### src/rtl/wm_pkg.sv
// Shared types and constants for the washing-machine program scheduler.
// Holds the FSM state encoding, program and phase codes, and per-program durations.
package wm_pkg;

   typedef enum logic [3:0] {
      ST_IDLE,
      ST_DELAY,
      ST_START,
      ST_WAIT_MOTOR,
      ST_RUN_CYCLE,
      ST_TIMEOUT_C,
      ST_WAIT_SPIN,
      ST_RUN_SPIN,
      ST_TIMEOUT_S,
      ST_FAULT
   } state_t;

   typedef enum logic [1:0] {
      PROG_NORMAL = 2'd0,
      PROG_QUICK  = 2'd1,
      PROG_HEAVY  = 2'd2,
      PROG_RSVD   = 2'd3
   } prog_t;

   typedef enum logic [1:0] {
      PH_IDLE  = 2'd0,
      PH_WASH  = 2'd1,
      PH_RINSE = 2'd2,
      PH_SPIN  = 2'd3
   } phase_t;

   // Indexed by program code; the reserved slot is never latched.
   localparam logic [7:0] WASH_T  [4] = '{8'd40, 8'd15, 8'd80, 8'd0};
   localparam logic [7:0] RINSE_T [4] = '{8'd20, 8'd8,  8'd40, 8'd0};
   localparam logic [7:0] SPIN_T  [4] = '{8'd20, 8'd10, 8'd30, 8'd0};

   function automatic logic [7:0] sat_inc(input logic [7:0] v);
      return (v == 8'hFF) ? v : v + 8'd1;
   endfunction

   function automatic logic [7:0] sat_dec(input logic [7:0] v);
      return (v == 8'h00) ? v : v - 8'd1;
   endfunction

endpackage

### src/rtl/wm_tick_gen.sv
// Free-running prescaler: one-cycle tick every TICK_DIV clocks.
// The counter restarts from zero on reset so tick alignment is reproducible.
module wm_tick_gen #(
   parameter int TICK_DIV = 1000
) (
   input  logic clk,
   input  logic reset,
   output logic tick
);

   localparam int CW = (TICK_DIV > 2) ? $clog2(TICK_DIV) : 1;
   localparam logic [CW-1:0] LAST = CW'(TICK_DIV - 1);

   logic [CW-1:0] tick_cnt;

   always_ff @(posedge clk) begin
      if (reset) begin
         tick_cnt <= '0;
      end else if (tick_cnt == LAST) begin
         tick_cnt <= '0;
      end else begin
         tick_cnt <= tick_cnt + CW'(1);
      end
   end

   assign tick = (tick_cnt == LAST);

endmodule

### src/rtl/wm_scheduler.sv
// Program scheduler and phase timer sitting between the user panel and the
// washing-machine controller; all outputs decode from registered state.
module wm_scheduler
   import wm_pkg::*;
#(
   parameter int TICK_DIV   = 1000,
   parameter int WDOG_TICKS = 255
) (
   input  logic       clk,
   input  logic       reset,
   input  logic       prog_valid,
   output logic       prog_ready,
   input  logic [1:0] prog_sel,
   input  logic [7:0] delay_ticks,
   input  logic       abort,
   input  logic       door_lock,
   input  logic       motor_on,
   input  logic       drain_value_on,
   input  logic       done,
   output logic       start,
   output logic       cycle_timeout,
   output logic       spin_timeout,
   output logic       busy,
   output logic       prog_err,
   output logic       fault,
   output logic [1:0] phase
);

   localparam logic [7:0] WDOG_LIM = 8'(WDOG_TICKS);

   state_t     state, state_next;
   phase_t     phase_q, phase_next;
   logic [7:0] dly_cnt, dur_cnt, wd_cnt;
   logic [7:0] wash_t, rinse_t, spin_t;
   logic [7:0] cur_dur;
   logic       tick;
   logic       take_req, bad_req;
   logic       cycle_hit, spin_hit, wd_hit;
   logic       clr_dur, run_inc;
   logic       prog_err_q;

   wm_tick_gen #(.TICK_DIV(TICK_DIV)) u_tick_gen (
      .clk   (clk),
      .reset (reset),
      .tick  (tick)
   );

   assign take_req = (state == ST_IDLE) && prog_valid && !abort && (prog_sel != PROG_RSVD);
   assign bad_req  = (state == ST_IDLE) && prog_valid && !abort && (prog_sel == PROG_RSVD);
   assign cur_dur  = (phase_q == PH_RINSE) ? rinse_t : wash_t;

   // A phase ends on the tick that brings the elapsed count up to its duration.
   assign cycle_hit = (dur_cnt >= cur_dur) || (tick && (sat_inc(dur_cnt) >= cur_dur));
   assign spin_hit  = (dur_cnt >= spin_t)  || (tick && (sat_inc(dur_cnt) >= spin_t));
   assign wd_hit    = tick && (sat_inc(wd_cnt) >= WDOG_LIM);

   always_comb begin
      state_next = state;
      phase_next = phase_q;
      if (abort) begin
         state_next = ST_IDLE;
         phase_next = PH_IDLE;
      end else begin
         case (state)
            ST_IDLE: begin
               if (take_req) state_next = ST_DELAY;
            end
            ST_DELAY: begin
               if (dly_cnt == 8'd0) state_next = ST_START;
            end
            ST_START: begin
               if (door_lock) begin
                  state_next = ST_WAIT_MOTOR;
                  phase_next = PH_WASH;
               end
            end
            ST_WAIT_MOTOR: begin
               if (motor_on)    state_next = ST_RUN_CYCLE;
               else if (wd_hit) state_next = ST_FAULT;
            end
            ST_RUN_CYCLE: begin
               if (!motor_on)      state_next = ST_WAIT_MOTOR;
               else if (cycle_hit) state_next = ST_TIMEOUT_C;
            end
            ST_TIMEOUT_C: begin
               if (!motor_on) begin
                  if (phase_q == PH_WASH) begin
                     state_next = ST_WAIT_MOTOR;
                     phase_next = PH_RINSE;
                  end else begin
                     state_next = ST_WAIT_SPIN;
                     phase_next = PH_SPIN;
                  end
               end
            end
            ST_WAIT_SPIN: begin
               if (drain_value_on) state_next = ST_RUN_SPIN;
               else if (wd_hit)    state_next = ST_FAULT;
            end
            ST_RUN_SPIN: begin
               if (spin_hit) state_next = ST_TIMEOUT_S;
            end
            ST_TIMEOUT_S: begin
               if (done || !drain_value_on) begin
                  state_next = ST_IDLE;
                  phase_next = PH_IDLE;
               end
            end
            ST_FAULT: begin
               state_next = ST_FAULT;
            end
            default: begin
               state_next = ST_IDLE;
               phase_next = PH_IDLE;
            end
         endcase
      end
   end

   // The elapsed count is cleared only when a phase starts afresh, so a
   // motor dropout in RUN_CYCLE resumes from where it stopped.
   assign clr_dur = abort
                 || ((state == ST_START)     && (state_next == ST_WAIT_MOTOR))
                 || ((state == ST_TIMEOUT_C) && (state_next == ST_WAIT_MOTOR))
                 || ((state == ST_WAIT_SPIN) && (state_next == ST_RUN_SPIN));
   assign run_inc = tick && (((state == ST_RUN_CYCLE) && motor_on) || (state == ST_RUN_SPIN));

   always_ff @(posedge clk) begin
      if (reset) begin
         state      <= ST_IDLE;
         phase_q    <= PH_IDLE;
         prog_err_q <= 1'b0;
      end else begin
         state      <= state_next;
         phase_q    <= phase_next;
         prog_err_q <= bad_req;
      end
   end

   always_ff @(posedge clk) begin
      if (reset) begin
         dly_cnt <= 8'd0;
         wash_t  <= 8'd0;
         rinse_t <= 8'd0;
         spin_t  <= 8'd0;
      end else if (take_req) begin
         dly_cnt <= delay_ticks;
         wash_t  <= WASH_T[prog_sel];
         rinse_t <= RINSE_T[prog_sel];
         spin_t  <= SPIN_T[prog_sel];
      end else if ((state == ST_DELAY) && tick) begin
         dly_cnt <= sat_dec(dly_cnt);
      end
   end

   always_ff @(posedge clk) begin
      if (reset) begin
         dur_cnt <= 8'd0;
      end else if (clr_dur) begin
         dur_cnt <= 8'd0;
      end else if (run_inc) begin
         dur_cnt <= sat_inc(dur_cnt);
      end
   end

   always_ff @(posedge clk) begin
      if (reset) begin
         wd_cnt <= 8'd0;
      end else if (state_next != state) begin
         wd_cnt <= 8'd0;
      end else if (tick && ((state == ST_WAIT_MOTOR) || (state == ST_WAIT_SPIN))) begin
         wd_cnt <= sat_inc(wd_cnt);
      end
   end

   assign prog_ready    = (state == ST_IDLE);
   assign busy          = (state != ST_IDLE);
   assign start         = (state == ST_START);
   assign cycle_timeout = (state == ST_TIMEOUT_C);
   assign spin_timeout  = (state == ST_TIMEOUT_S);
   assign fault         = (state == ST_FAULT);
   assign prog_err      = prog_err_q;
   assign phase         = phase_q;

endmodule

### config.mk
export PLATFORM = sky130hd
export DESIGN_NAME = wm_scheduler
export DESIGN_NICKNAME = d
export VERILOG_FILES = /design/src/rtl/wm_pkg.sv /design/src/rtl/wm_tick_gen.sv /design/src/rtl/wm_scheduler.sv
export SDC_FILE = /design/constraint.sdc
export NUM_CORES = 1
export LEC_CHECK = 0
export ABC_AREA = 1
export CAP_MARGIN = 20
export CORE_MARGIN = 2
export CORE_UTILIZATION = 39
export CTS_CLUSTER_SIZE = 10
export DETAILED_ROUTE_END_ITERATION = 6
export GPL_TIMING_DRIVEN = 0
export PLACE_DENSITY = 0.66
export SLEW_MARGIN = 20
export SYNTH_ARGS = -nofsm -noshare
export SYNTH_HDL_FRONTEND = slang
export SYNTH_SLANG_ARGS = --single-unit
export TNS_END_PERCENT = 30
### constraint.sdc
create_clock -name clk -period 2.5 [get_ports clk]
set_input_delay 0.5 -clock clk [delete_from_list [all_inputs] [get_ports clk]]
set_output_delay 0.5 -clock clk [all_outputs]
set_load 0.02 [all_outputs]
---- After elaboration in Yosys (flattened, before gate mapping) ----
Cells that the tools add are included.
word-level totals
  bits in registers ....................... 65
  output and inout port bits .............. 9
  logic and storage cells ................. 114
  input bits .............................. 18
operators by class
  muxes and demuxes ....................... 34
  reductions and logical operators ........ 35
  eq/ne operators ......................... 23
  add/subtract/negate cells ............... 4
  order comparisons ....................... 6
  bitwise logic cells ..................... 2
operators with widths
  cell                                                       count
  two-way mux 8 bit                                          12
  binary-select mux 8 bit (select 2 bit)                     3
  two-way mux 4 bit                                          12
  case mux 4 bit (10 select lines)                           1
  greater-or-equal comparator 8 bit                          4
  equality test 4 x 3 -> 1 bit (second input constant)       5
  adder 8 x 1 -> 8 bit (second input constant)               2
  equality test 8 bit (second input constant)                2
  logical AND 1 bit                                          14
  equality test 4 x 2 -> 1 bit (second input constant)       3
  adder 10 x 1 -> 10 bit (second input constant)             1
  equality test 10 bit (second input constant)               1
  equality test 4 bit (second input constant)                2
  greater-or-equal comparator 8 bit (second input constant)  1
  logical NOT 8 bit                                          1
  logical OR 1 bit                                           8
  != test 2 bit (second input constant)                      4
  case mux 2 bit (4 select lines)                            1
  OR reduction 2 bit                                         4
  subtractor 8 x 1 -> 8 bit (second input constant)          1
  OR reduction 7 bit                                         1
  two-way mux 2 bit                                          3
  equality test 2 bit (second input constant)                2
  equality test 4 x 1 -> 1 bit (second input constant)       1
  14 further kinds                                           15

---- Logic depth before layout (Yosys ltp) ----
  depth after elaboration ................. 15
  depth in mapped cells ................... 23
  gate-level depth less buffers ........... 23

---- By module ----
A second synthesis with hierarchy kept.
unflattened totals
  cell total of the unflattened synthesis .. 545
  area total of the unflattened synthesis .. 3664.8 sq um
by module, submodules not included
  module        cells each  area each (sq um)  times used  seq. area each (sq um)
  wm_scheduler  484         3194.3             1           740.7
  wm_tick_gen   61          470.5              1           200.2

---- Worst setup path after synthesis ----
OpenSTA, ideal clock, no wires.
  path kind ............................... flip-flop to flip-flop
  start point ............................. register dur_cnt[1]
  end point ............................... register wd_cnt[0]
  setup time .............................. 63 ps
  arrival ................................. 2467 ps
  stages on the path, launching flop included .. 22
  path slack .............................. -30 ps
  data required time ...................... 2437 ps
  path buffers ............................ 0
  period minus slack after synthesis ...... 2530 ps
  path through ............................ dfxtp_1 -> ha_1 -> nand2_2 -> nor2_4 -> nand2_2 -> o21ai_0 -> inv_1 -> ha_1 -> nand3_1 -> nor2_1 -> nand3_1 -> nand3_1 -> nand2_2 -> nand2_1 -> nand2_1 -> nand2_1 -> nand2_1 -> nand2_1 -> nand3_1 -> nor2_4 -> nand2_4 -> nor2_2
between the ends
  longest elaborated chain between the ends .. 11
  elaborated cells between the ends (all ways) .. 18
  those cells by class .................... 1 x add/sub; 4 x order compare; 2 x eq/ne; 6 x mux; 5 x reduce/logical
RTL lines
  what                                                         line                 source
  from (decl)                                                  wm_scheduler.sv:33   logic [7:0] dly_cnt, dur_cnt, wd_cnt;
  from (signal assigned)                                       wm_scheduler.sv:162  dur_cnt <= sat_inc(dur_cnt);
  adder 8 x 1 -> 8 bit or equality test 8 bit (tied branches)  wm_pkg.sv:38         return (v == 8'hFF) ? v : v + 8'd1;
  two-way mux 8 bit                                            n/a
  greater-or-equal comparator 8 bit                            wm_scheduler.sv:53   assign cycle_hit = (dur_cnt >= cur_dur) || (tick && (sat_inc(dur_cnt) >= cur_dur));
  logical AND 1 bit                                            wm_scheduler.sv:53
  logical OR 1 bit                                             wm_scheduler.sv:53
  two-way mux 4 bit                                            wm_scheduler.sv:83   else if (cycle_hit) state_next = ST_TIMEOUT_C;
  two-way mux 4 bit                                            wm_scheduler.sv:82   if (!motor_on) state_next = ST_WAIT_MOTOR;
  case mux 4 bit (10 select lines) *                           wm_scheduler.sv:64   case (state)
  two-way mux 4 bit *                                          wm_scheduler.sv:60   if (abort) begin
  != test 4 bit *                                              wm_scheduler.sv:169  end else if (state_next != state) begin
  OR reduction 2 bit (no line) *                               n/a
  to (signal assigned)                                         wm_scheduler.sv:172  wd_cnt <= sat_inc(wd_cnt);
  to (decl)                                                    wm_scheduler.sv:33
Mark *: on every way between the ends. The rest lies on a longest branch, timed or not.
A chain may end at the register's enable or synchronous reset.

---- Worst setup path in the final report ----
  start point ............................. register dur_cnt[1]
  end point ............................... register wd_cnt[6]
Same word-level chain as after synthesis.

==> results_dict.tcl <==
set metrics [dict create \
    leakagePower_nw 2.06 \
    fp.dieW_um 99.8 \
    drtIter0Drc 179 \
    setup_slack_ns -0.252 \
    hold_path.class "reg2reg" \
    yosysTopAreaCell "dfxtp_1" \
    numCtsBuffers 5 \
    worstHoldPathCells 1 \
    slew_viol_final 0 \
    hold_viol_final 0 \
    core_area_um2 8810 \
    rsz0062_at_grt "true" \
    slowest_stage "dfxtp_4" \
    overflow 0 \
    place.gp.congestion 0.914 \
    drtAntennaViolNets 0 \
    track_usage 0.183 \
    htreeDepth 2 \
    n_antenna_cell 0 \
    fin_util 0.508 \
    io_pins 27 \
    cts.sinks 47 \
    critPathLaunchType "register" \
    first_pass_iters 5 \
    path_max_fanout 8 \
    slowest_delay_ns 0.38 \
    r2r_end "wd_cnt[6]" \
    routed_via_density 5.13 \
    yosys.cell_count.top_type "nand2_1" \
    clock.fmax_ghz 0.363 \
    hp-start "u_tick_gen.tick_cnt[0]" \
    fin_cells 712 \
    critPathKind "reg2reg" \
    place_inst 694 \
    synth_cell_types 39 \
    cp.required_ns 2.76 \
    fin_crit_ns 2.75 \
    maxCapViolations 0 \
    clockRootBuffer "clkbuf_8" \
    syn_inst 560 \
    cp.arrival_ns 3.01 \
    vias 3653 \
    cts_tree "yes" \
    routedWlPerCell_um 13.1 \
    grt_max_degree 17 \
    synth_area_leaders "dfxtp_1, nand2_1, ha_1" \
    tightest_slew_ns 0.550 \
    ir_worst_vdd_v 0.000300 \
    synth-edff-count 0 \
    post-route-period-util 1.10 \
    reg2reg_from "dur_cnt[1]" \
    clk_pin_slew_ns 0.11 \
    wirelength_um 9340 \
    violations "setup timing" \
    dpl.hpwl_um 6800 \
    r2r_cells 19 \
    netlist_area_um2 3580 \
    final_layout_size_suffix_gt1_frac 0.177 \
    synth-seq-area-share 0.263 \
    fillers 833 \
    area_delta_synth_final_pct 24.9 \
    syn_nets 609 \
    critPathMostFrequentCell "nand2_2" \
    num_rows 34 \
    nets 652 \
    synth_flop_cell "dfxtp_1" \
    first_global_vias 3400 \
    synth.ff_latch_count 47 \
    die_h_um 99.8 \
    finalSetupViolCount 16 \
    antenna_found_initial 0 \
    yosysWarnings 0 \
    final.setup_skew_ns 0.0132 \
    outcome "finished, violations left" \
    synth_common_cells "nand2_1, inv_1, nor2_1" \
    power_density_nw_per_um2 350 \
    clk_latency_ns 0.32 \
    grt_pass1_wl_um 15000 \
    port_buffers 26 \
    synth.top_cell.area_share 0.263 \
    hold_buffers 0 \
    clock_path_buffers 2 \
    r2r_slack_ns -0.25 \
    cp-end-kind "register" \
    maxSlewHeadroom 0.633 \
    hold_end "u_tick_gen.tick_cnt[0]" \
    synth-async-reset-ratio 0 \
    path_cells "ha_4, nand2_4, nor2_4, nand2_4, a21oi_4, ha_4, nand2_2, o21ai_1, nand3_1, nand3_2, nand2_2, nand3_4, nand4_1, nand2_1, nand2_1, nand2_2, nor2_4, nand2_8, nor2_2" \
    syn_area_per_cell_um2 6.40 \
    die_area_um2 9970 \
    drc 0 \
    start_util 0.407 \
]
-- logic make-up after synthesis --
group,share of synthesized area
AO/OA/AOI/OAI,0.138
buffers and inverters,0.0964
multiplexers,0.00559
flip-flops,0.263
adder cells (fa/ha/maj),0.108
XOR/XNOR,0.0220
AND/OR/NAND/NOR,0.367
-- flip-flops by register name (all words and copies together), names as in the netlist --
register / flops
prog_err: 1
u_tick_gen.tick_cnt: 10
rinse_t: 1
spin_t: 1
state: 4
phase: 2
wash_t: 4
dly_cnt: 8
dur_cnt: 8
wd_cnt: 8
-- layout make-up --
class                           count  area (µm²)  area share
Clock inverter                      3        22.5     0.00503
Inverter                           87         327      0.0730
Sequential cell                    47         955       0.213
Clock buffer                        5        68.8      0.0154
Buffer                              5        18.8     0.00419
Tap cell                          108         135      0.0302
Multi-Input combinational cell    421        2590       0.579
Timing Repair Buffer               36         358      0.0800
-- repair_timing --
item	in CTS	in global routing
buffers inserted	6	4
setup endpoints to repair	20	25
cloned	0	0
gates resized for setup	25	55
pin swaps	11	23
-- power breakdown --
part,total (W),switching [W],leakage (nW),internal [W]
Sequential,0.000782,0.0000151,0.386,0.000767
Combinational,0.000279,0.000164,1.63,0.000115
Clock,0.000505,0.000302,0.0489,0.000203
Total,0.00157,0.000481,2.06,0.00108
-- layout by cell type, fill, tap and decap left out, types with 3 or more instances in the layout --
master           count
a21oi_1             27
dfxtp_1             38
ha_4                 7
xor2_1               6
nand2_4              3
dlymetal6s2s_1       3
nand3_2              7
nor3_1               9
o211ai_1             4
nand3_4              3
ha_1                24
clkbuf_8             5
nor2_2              16
clkdlybuf4s50_1     23
nand4_1             10
o21ai_0             33
buf_6                4
nand2_1            118
nand2_2             17
nor2_1              61
dfxtp_2              8
a31oi_1              6
buf_4                6
nor2_4               8
inv_2                6
inv_1               80
clkbuf_1             5
nand3_1             30
-- stage by stage --
step | TNS [ns] | total power (W) | area (µm²) | hold WS, ns | worst slack (ns)
floorplan | 0 | 0.000970 | 3580 | 0.418 | 0.00278
global placement | -7.05 | 0.00104 | 3980 | 0.434 | -0.434
detailed placement | -8.54 | 0.00105 | 3980 | 0.448 | -0.490
CTS | -2.50 | 0.00155 | 4200 | 0.466 | -0.182
global route | -5.39 | 0.00163 | 4480 | 0.497 | -0.371
finish | -3.25 | 0.00157 | 4480 | 0.464 | -0.252
-- worst max-delay path, delay by kind of cell (launching register included) --
kind                     cells  cell delay [ns]
AND/OR/NAND/NOR             15             1.61
adder cells (fa/ha/maj)      2             0.38
AO/OA/AOI/OAI                2             0.33
flip-flops                   1             0.38
-- routing by layer --
layer / share of wire / up-vias / global-route usage
li1: - / 1908 / -
met1: 0.47 / 1656 / 0.245
met2: 0.48 / 78 / 0.306
met3: 0.035 / 11 / 0.0258
met4: 0.015 / 0 / 0.0590
met5: 0 / - / 0
-- how the worst max path moves through the flow --
stage	cells after the start	slack (ns)	from	end
final	19	-0.25	dur_cnt[1]	wd_cnt[6]
after detailed placement	20	-0.49	dur_cnt[1]	dur_cnt[5]
after CTS	20	-0.18	dur_cnt[0]	wd_cnt[6]
after global routing	19	-0.37	dur_cnt[1]	wd_cnt[6]
after global placement	20	-0.43	dur_cnt[1]	dur_cnt[5]
after floorplan	18	0.003	phase[1]	wd_cnt[1]
Power figures use the tool's default switching activity.
